--- config.mk ---
export PLATFORM = sky130hd
export DESIGN_NAME = id_ex_stage
export DESIGN_NICKNAME = d
export VERILOG_FILES = /design/src/rtl/id_ex_stage.sv
export SDC_FILE = /design/constraint.sdc
export NUM_CORES = 1
export LEC_CHECK = 0
export ABC_CLOCK_PERIOD_IN_PS = 1600
export BUFFER_PORTS_ARGS = -buffer_cell sky130_fd_sc_hd__buf_4
export CAP_MARGIN = 25
export CORE_MARGIN = 1.5
export CORE_UTILIZATION = 49
export CTS_BUF_LIST = sky130_fd_sc_hd__clkbuf_4 sky130_fd_sc_hd__clkbuf_8
export DETAILED_ROUTE_END_ITERATION = 10
export PLACE_DENSITY = 0.8
export SLEW_MARGIN = 20
export SYNTH_ARGS = -nofsm -noshare
export SYNTH_HDL_FRONTEND = slang
export SYNTH_SLANG_ARGS = --single-unit
--- constraint.sdc ---
create_clock -name clk_i -period 1.6 [get_ports clk_i]
set_input_delay 0 -clock clk_i [delete_from_list [all_inputs] [get_ports clk_i]]
set_output_delay 0 -clock clk_i [all_outputs]
set_load 0.05 [all_outputs]
--- src/rtl/id_ex_stage.sv ---
// id_ex_stage: ID/EX pipeline register with EX/MEM and MEM/WB forwarding and load-use detection
module id_ex_stage (
  input  logic        clk_i,
  input  logic        rst_i,
  input  logic        stall_i,
  input  logic        flush_i,
  input  logic        valid_i,
  input  logic [31:0] RSdata_i,
  input  logic [31:0] RTdata_i,
  input  logic [31:0] imm_i,
  input  logic [4:0]  RSaddr_i,
  input  logic [4:0]  RTaddr_i,
  input  logic [4:0]  RDaddr_i,
  input  logic [2:0]  ALUCtrl_i,
  input  logic        ALUSrc_i,
  input  logic        RegDst_i,
  input  logic        RegWrite_i,
  input  logic        MemRead_i,
  input  logic        MemWrite_i,
  input  logic        MemtoReg_i,
  input  logic        EXMEM_RegWrite_i,
  input  logic [4:0]  EXMEM_RDaddr_i,
  input  logic [31:0] EXMEM_data_i,
  input  logic        MEMWB_RegWrite_i,
  input  logic [4:0]  MEMWB_RDaddr_i,
  input  logic [31:0] MEMWB_data_i,
  output logic        valid_o,
  output logic [31:0] data1_o,
  output logic [31:0] data2_o,
  output logic [2:0]  ALUCtrl_o,
  output logic [31:0] store_data_o,
  output logic [4:0]  WBaddr_o,
  output logic        RegWrite_o,
  output logic        MemRead_o,
  output logic        MemWrite_o,
  output logic        MemtoReg_o,
  output logic        loaduse_o
);
  logic        valid_q, alu_src_q, reg_dst_q, reg_write_q, mem_read_q, mem_write_q, mem_to_reg_q;
  logic [31:0] rs_data_q, rt_data_q, imm_q;
  logic [4:0]  rs_q, rt_q, rd_q;
  logic [2:0]  alu_ctrl_q;
  logic [31:0] fwd_a, fwd_b;
  always_ff @(posedge clk_i) begin
    if (rst_i || flush_i) begin
      valid_q      <= 1'b0;
      alu_src_q    <= 1'b0;
      reg_dst_q    <= 1'b0;
      reg_write_q  <= 1'b0;
      mem_read_q   <= 1'b0;
      mem_write_q  <= 1'b0;
      mem_to_reg_q <= 1'b0;
      rs_data_q    <= '0;
      rt_data_q    <= '0;
      imm_q        <= '0;
      rs_q         <= '0;
      rt_q         <= '0;
      rd_q         <= '0;
      alu_ctrl_q   <= '0;
    end else if (!stall_i) begin
      valid_q      <= valid_i;
      alu_src_q    <= valid_i & ALUSrc_i;
      reg_dst_q    <= valid_i & RegDst_i;
      reg_write_q  <= valid_i & RegWrite_i;
      mem_read_q   <= valid_i & MemRead_i;
      mem_write_q  <= valid_i & MemWrite_i;
      mem_to_reg_q <= valid_i & MemtoReg_i;
      rs_data_q    <= RSdata_i;
      rt_data_q    <= RTdata_i;
      imm_q        <= imm_i;
      rs_q         <= RSaddr_i;
      rt_q         <= RTaddr_i;
      rd_q         <= RDaddr_i;
      alu_ctrl_q   <= ALUCtrl_i;
    end
  end
  always_comb begin
    fwd_a = (EXMEM_RegWrite_i && EXMEM_RDaddr_i != 5'd0 && EXMEM_RDaddr_i == rs_q) ? EXMEM_data_i :
            (MEMWB_RegWrite_i && MEMWB_RDaddr_i != 5'd0 && MEMWB_RDaddr_i == rs_q) ? MEMWB_data_i : rs_data_q;
    fwd_b = (EXMEM_RegWrite_i && EXMEM_RDaddr_i != 5'd0 && EXMEM_RDaddr_i == rt_q) ? EXMEM_data_i :
            (MEMWB_RegWrite_i && MEMWB_RDaddr_i != 5'd0 && MEMWB_RDaddr_i == rt_q) ? MEMWB_data_i : rt_data_q;
  end
  assign valid_o      = valid_q;
  assign data1_o      = fwd_a;
  assign data2_o      = alu_src_q ? imm_q : fwd_b;
  assign store_data_o = fwd_b;
  assign ALUCtrl_o    = alu_ctrl_q;
  assign WBaddr_o     = reg_dst_q ? rd_q : rt_q;
  assign RegWrite_o   = valid_q & reg_write_q;
  assign MemRead_o    = valid_q & mem_read_q;
  assign MemWrite_o   = valid_q & mem_write_q;
  assign MemtoReg_o   = valid_q & mem_to_reg_q;
  assign loaduse_o    = MemRead_o && WBaddr_o != 5'd0 && (WBaddr_o == RSaddr_i || WBaddr_o == RTaddr_i);
endmodule

==> results.toml, run 1 <==
[clocking]
numCtsBuffers = 17
clockRootBuffer = "clkbuf_8"
cts_sinks = 121
clock_path_buffers = 2
cts_resized = 259
postCtsSetupBuffers = 15
htree_levels = 4
cts_hold_buffers = 131

[synth]
synthAdderAreaFrac_pct = 0
avgSynthCellArea_um2 = 8.54
synthMuxAreaShare_pct = 27.5
synth-edff-count = 0
synth_cells = 781
synth_nets = 982
synth_simple_gate_area_share_pct = 14.9
synthFlopType = "dfxtp_1"
synthDistinctLibCells = 29
synth_warnings = 0
ys_ff_latch = 121
synth_xor_area_share_pct = 3.94
synth_top_family_by_area = "multiplexers"
synth-compound-area-share_pct = 10.2
ys_async_sr_fraction_pct = 0
synth_seq_area_share_pct = 36.3
netlist_area_um2 = 6670

[floorplan]
fp-row-count = 42
dieHeight_um = 120
top_level_ports = 311
die_w_um = 120
initial_core_util_pct = 50.4

[place]
place_congestion = 0.867
dpl.hpwl_mm = 18.3
portBuffers = 310
pre_cts_ws_ns = -0.417
post_dp_cell_area_um2 = 11000

[status]
outcome = "aborted with a tool error"
toolErrorMsg = "[ERROR DPL-0038] Utilization greater than 100%, impossible to legalize"
failed_stage = "clock tree synthesis"
## cell families after synthesis
family                 count (synthesis)
multiplexers                         183
AO/OA/AOI/OAI                        108
XOR/XNOR                              30
flip-flops                           121
AND/OR/NAND/NOR                      239
buffers and inverters                100
## metrics by stage
stage / std cells / setup TNS, ns
2_1_floorplan: 781 / -11.59
3_3_place_gp: 1269 / -25.84
3_5_place_dp: 1269 / -28.02
## Yosys cell counts, types with 9 or more instances
| master | number | area share (%) |
|---|---|---|
| buf_2 | 11 | 0.83 |
| nor2_1 | 154 | 8.7 |
| o21ai_0 | 33 | 2.5 |
| dfxtp_1 | 121 | 36 |
| a221oi_1 | 32 | 4.2 |
| clkbuf_1 | 36 | 2.0 |
| inv_1 | 36 | 2.0 |
| buf_1 | 9 | 0.51 |
| nor3_1 | 38 | 2.9 |
| xor2_1 | 16 | 2.1 |
| mux2i_1 | 182 | 27 |
| xnor2_1 | 14 | 1.8 |
| a21oi_1 | 34 | 2.6 |
| nand2_1 | 32 | 1.8 |
==> run 2, diff against run 1 <==
--- a/config.mk
+++ b/config.mk
@@ -9,10 +9,9 @@
 export BUFFER_PORTS_ARGS = -buffer_cell sky130_fd_sc_hd__buf_4
 export CAP_MARGIN = 25
 export CORE_MARGIN = 1.5
-export CORE_UTILIZATION = 49
-export CTS_BUF_LIST = sky130_fd_sc_hd__clkbuf_4 sky130_fd_sc_hd__clkbuf_8
+export CORE_UTILIZATION = 35
 export DETAILED_ROUTE_END_ITERATION = 10
-export PLACE_DENSITY = 0.8
+export PLACE_DENSITY_LB_ADDON = 0.15
 export SLEW_MARGIN = 20
 export SYNTH_ARGS = -nofsm -noshare
 export SYNTH_HDL_FRONTEND = slang
==> run 2 against run 1 <==
  * The flow now finishes, with violations (negative setup slack)
  * Synthesized cell count is the same
  * Area after synthesis stayed put
==> results.toml, run 2 <==
[status]
outcome = "finished, violations left"
violations = "negative setup slack"

[synth]
synthAdderAreaFrac_pct = 0
synth_common_cells = "mux2i_1, nor2_1, dfxtp_1, nor3_1"
synth_warnings = 0
synth_xor_area_share_pct = 3.94
ys_async_sr_fraction_pct = 0
synth_seq_area_share_pct = 36.3
synthFlopType = "dfxtp_1"
synth_simple_gate_area_share_pct = 14.9
ys_top_cells_by_area = "dfxtp_1, mux2i_1, nor2_1, a221oi_1, nor3_1"
ys_ff_latch = 121
synth-compound-area-share_pct = 10.2
post-synth-top-area-cell = "dfxtp_1"
synth_top_family_by_area = "multiplexers"
synthDistinctLibCells = 29
yosysMostFrequentCell = "mux2i_1"
synth-edff-count = 0
synth_top_area_share_pct = 36.3
synthMuxAreaShare_pct = 27.5
synth_cells = 781
synth_nets = 982
avgSynthCellArea_um2 = 8.54
netlist_area_um2 = 6670

[cells_and_area]
multi_input_area_um2 = 6140
drive_above_1_share_pct = 55.7
finalNetCount = 1508
register_area_um2 = 2440
final_area_um2 = 15600
final_common_cell = "buf_4"
stdcell_count = 1554
n_fill_cell = 981
reg.largest.list = "imm_q: 32 flops, rs_data_q: 32 flops, rt_data_q: 32 flops"
area_growth_pct = 133
layout_common_cells = "buf_4, nor2_1, dlygate4sd3_1, mux2i_1, buf_6"

[critical_path]
crit_slowest_cell = "dfxtp_1"
cp_data_arrival_time_ns = 2.39
ff2ff_path_depth = 3
worstPathRequired_ns = 1.60
slowest_delay_ns = 0.41
critPathMaxFanout = 9
worstReg2RegEnd = "alu_src_q"
cp.buffers_inverters = 5
endpoint = "data2_o[25]"
cp_num_cells = 10
worst_setup_path_end_kind = "output pin"
reg2reg_from = "alu_src_q"
path_delay_family = "buffers and inverters"
start_kind = "flop"
crit_chain = "xor2_1, nor3_2, buf_4, nand3_4, buf_12, buf_8, buf_16, nor3_4, a221oi_4, buf_6"
critPathKind = "flop to output pin"
startpoint = "rt_q[2]"
r2r_setup_slack_ns = 0.49

[timing]
holdWs_ns = 0.0550
fin_crit_sh_pct = 149
clock_skew_ns = 0
setup_viol = 97
fmax_mhz = 419
worst_pin_slew_ns = 0.518
hold_viol_final = 0
maxSlewViolCount = 0
setup_slack_ns = -0.789
rsz0062_at_grt = "yes"
slew_headroom_pct = 65.4
period_minus_slack_ns = 2.39
final.setup.tns_ns = -61.58

[power]
ir_drop_mv = 0.680
p_leak_uw = 0.00641
power_per_cell_area_nw_per_um2 = 628

[clocking]
cts_tree = "done"
clockRootBuffer = "clkbuf_16"
cts_sinks = 121
clkTransAtPathRegs_ns = 0.06
clk_latency_ns = 0.41
htree_levels = 4
clock_path_buffers = 2
numCtsBuffers = 17

[global_routing]
overflow = 0
grt_max_degree = 76
grt_pass1_vias = 8715
grt_pass1_wl_mm = 47.8
track_usage_pct = 31.4
antenna_found_initial = 1

[detailed_routing]
firstDrtPassIters = 6
drc = 0
dr_total_vias = 8279
routed_via_density = 5.33
drtIter0Drc = 358
wire_per_inst_um = 22.1
ant_nets = 0
postRouteWirelength_mm = 34.3

[floorplan]
die_w_um = 141
dieHeight_um = 141
core_area_um2 = 18700
fp-row-count = 50
dieArea_um2 = 19900
top_level_ports = 311
initial_core_util_pct = 35.7

[place]
post_dp_cell_area_um2 = 11100
place_congestion = 0.815
pre_cts_ws_ns = -0.464
portBuffers = 310
dpl.hpwl_mm = 17.6
placed_cells = 1336

[job]
cap_violations = 0

[min_path]
hp-class = "primary input to flop"
## run 2: how the worst min path moves through the flow
stage / start / slack (ns) / end / cells past startpoint
after floorplan: ALUCtrl_i[0] / 0.14 / ALUCtrl_o[0] / 2
after global placement: RTdata_i[0] / 0.23 / rt_data_q[0] / 3
final: stall_i / 0.05 / rt_q[1] / 3
after CTS: stall_i / 0.02 / valid_o / 3
after global routing: stall_i / 0.06 / rt_q[1] / 3
after detailed placement: imm_i[1] / 0.24 / imm_q[1] / 3
## run 2: layout make-up
cell class,count,area share (%)
Antenna cell,1,0.0161
Clock inverter,9,0.482
Clock buffer,22,2.98
Timing Repair Buffer,571,38.7
Tap cell,234,1.88
Inverter,36,0.868
Sequential cell,121,15.7
Multi-Input combinational cell,560,39.4
## run 2: worst reg2reg max path, cell delays in order, from the launching register on
cell and delay [ns]:
dfxtp_4 0.40, buf_4 0.32, a22oi_1 0.18, nor2_1 0.13
## run 2: stage by stage
stage / total power [uW] / utilization, %
final: 9790 / 83.3
after global routing: 10100 / 83.3
after CTS: 9650 / 80.4
after detailed placement: 5490 / 59.6
after global placement: 5470 / 59.6
after floorplan: 4570 / -
## run 2: metal layers
layer / up-vias / track usage [%] / part of all wire, %
li1: 3770 / - / -
met1: 4017 / 34.5 / 37
met2: 380 / 58.4 / 53
met3: 112 / 6.42 / 5.6
met4: 0 / 13.9 / 4.4
met5: - / 0 / 0
## run 2: kinds of logic after synthesis
logic type / after synthesis
flops: 121
buf+inv: 100
compound gates: 108
xor+xnor: 30
mux: 183
simple gates: 239
## run 2: repair_timing
item,in CTS,in global routing
cloned,20,4
endpoints found under the hold margin,120,0
gates resized for setup,292,69
pin swaps,46,33
setup buffers,28,18
hold buffers,120,0
setup endpoints to repair,102,99
## run 2: where the power goes
part	total, uW	switching [uW]	leakage (uW)	internal, uW
Sequential	3200	90.0	0.000990	3110
Clock	3580	1390	0.000265	2190
Combinational	3000	1520	0.00516	1480
Total	9790	3010	0.00641	6780
Power figures use the tool's default switching activity.
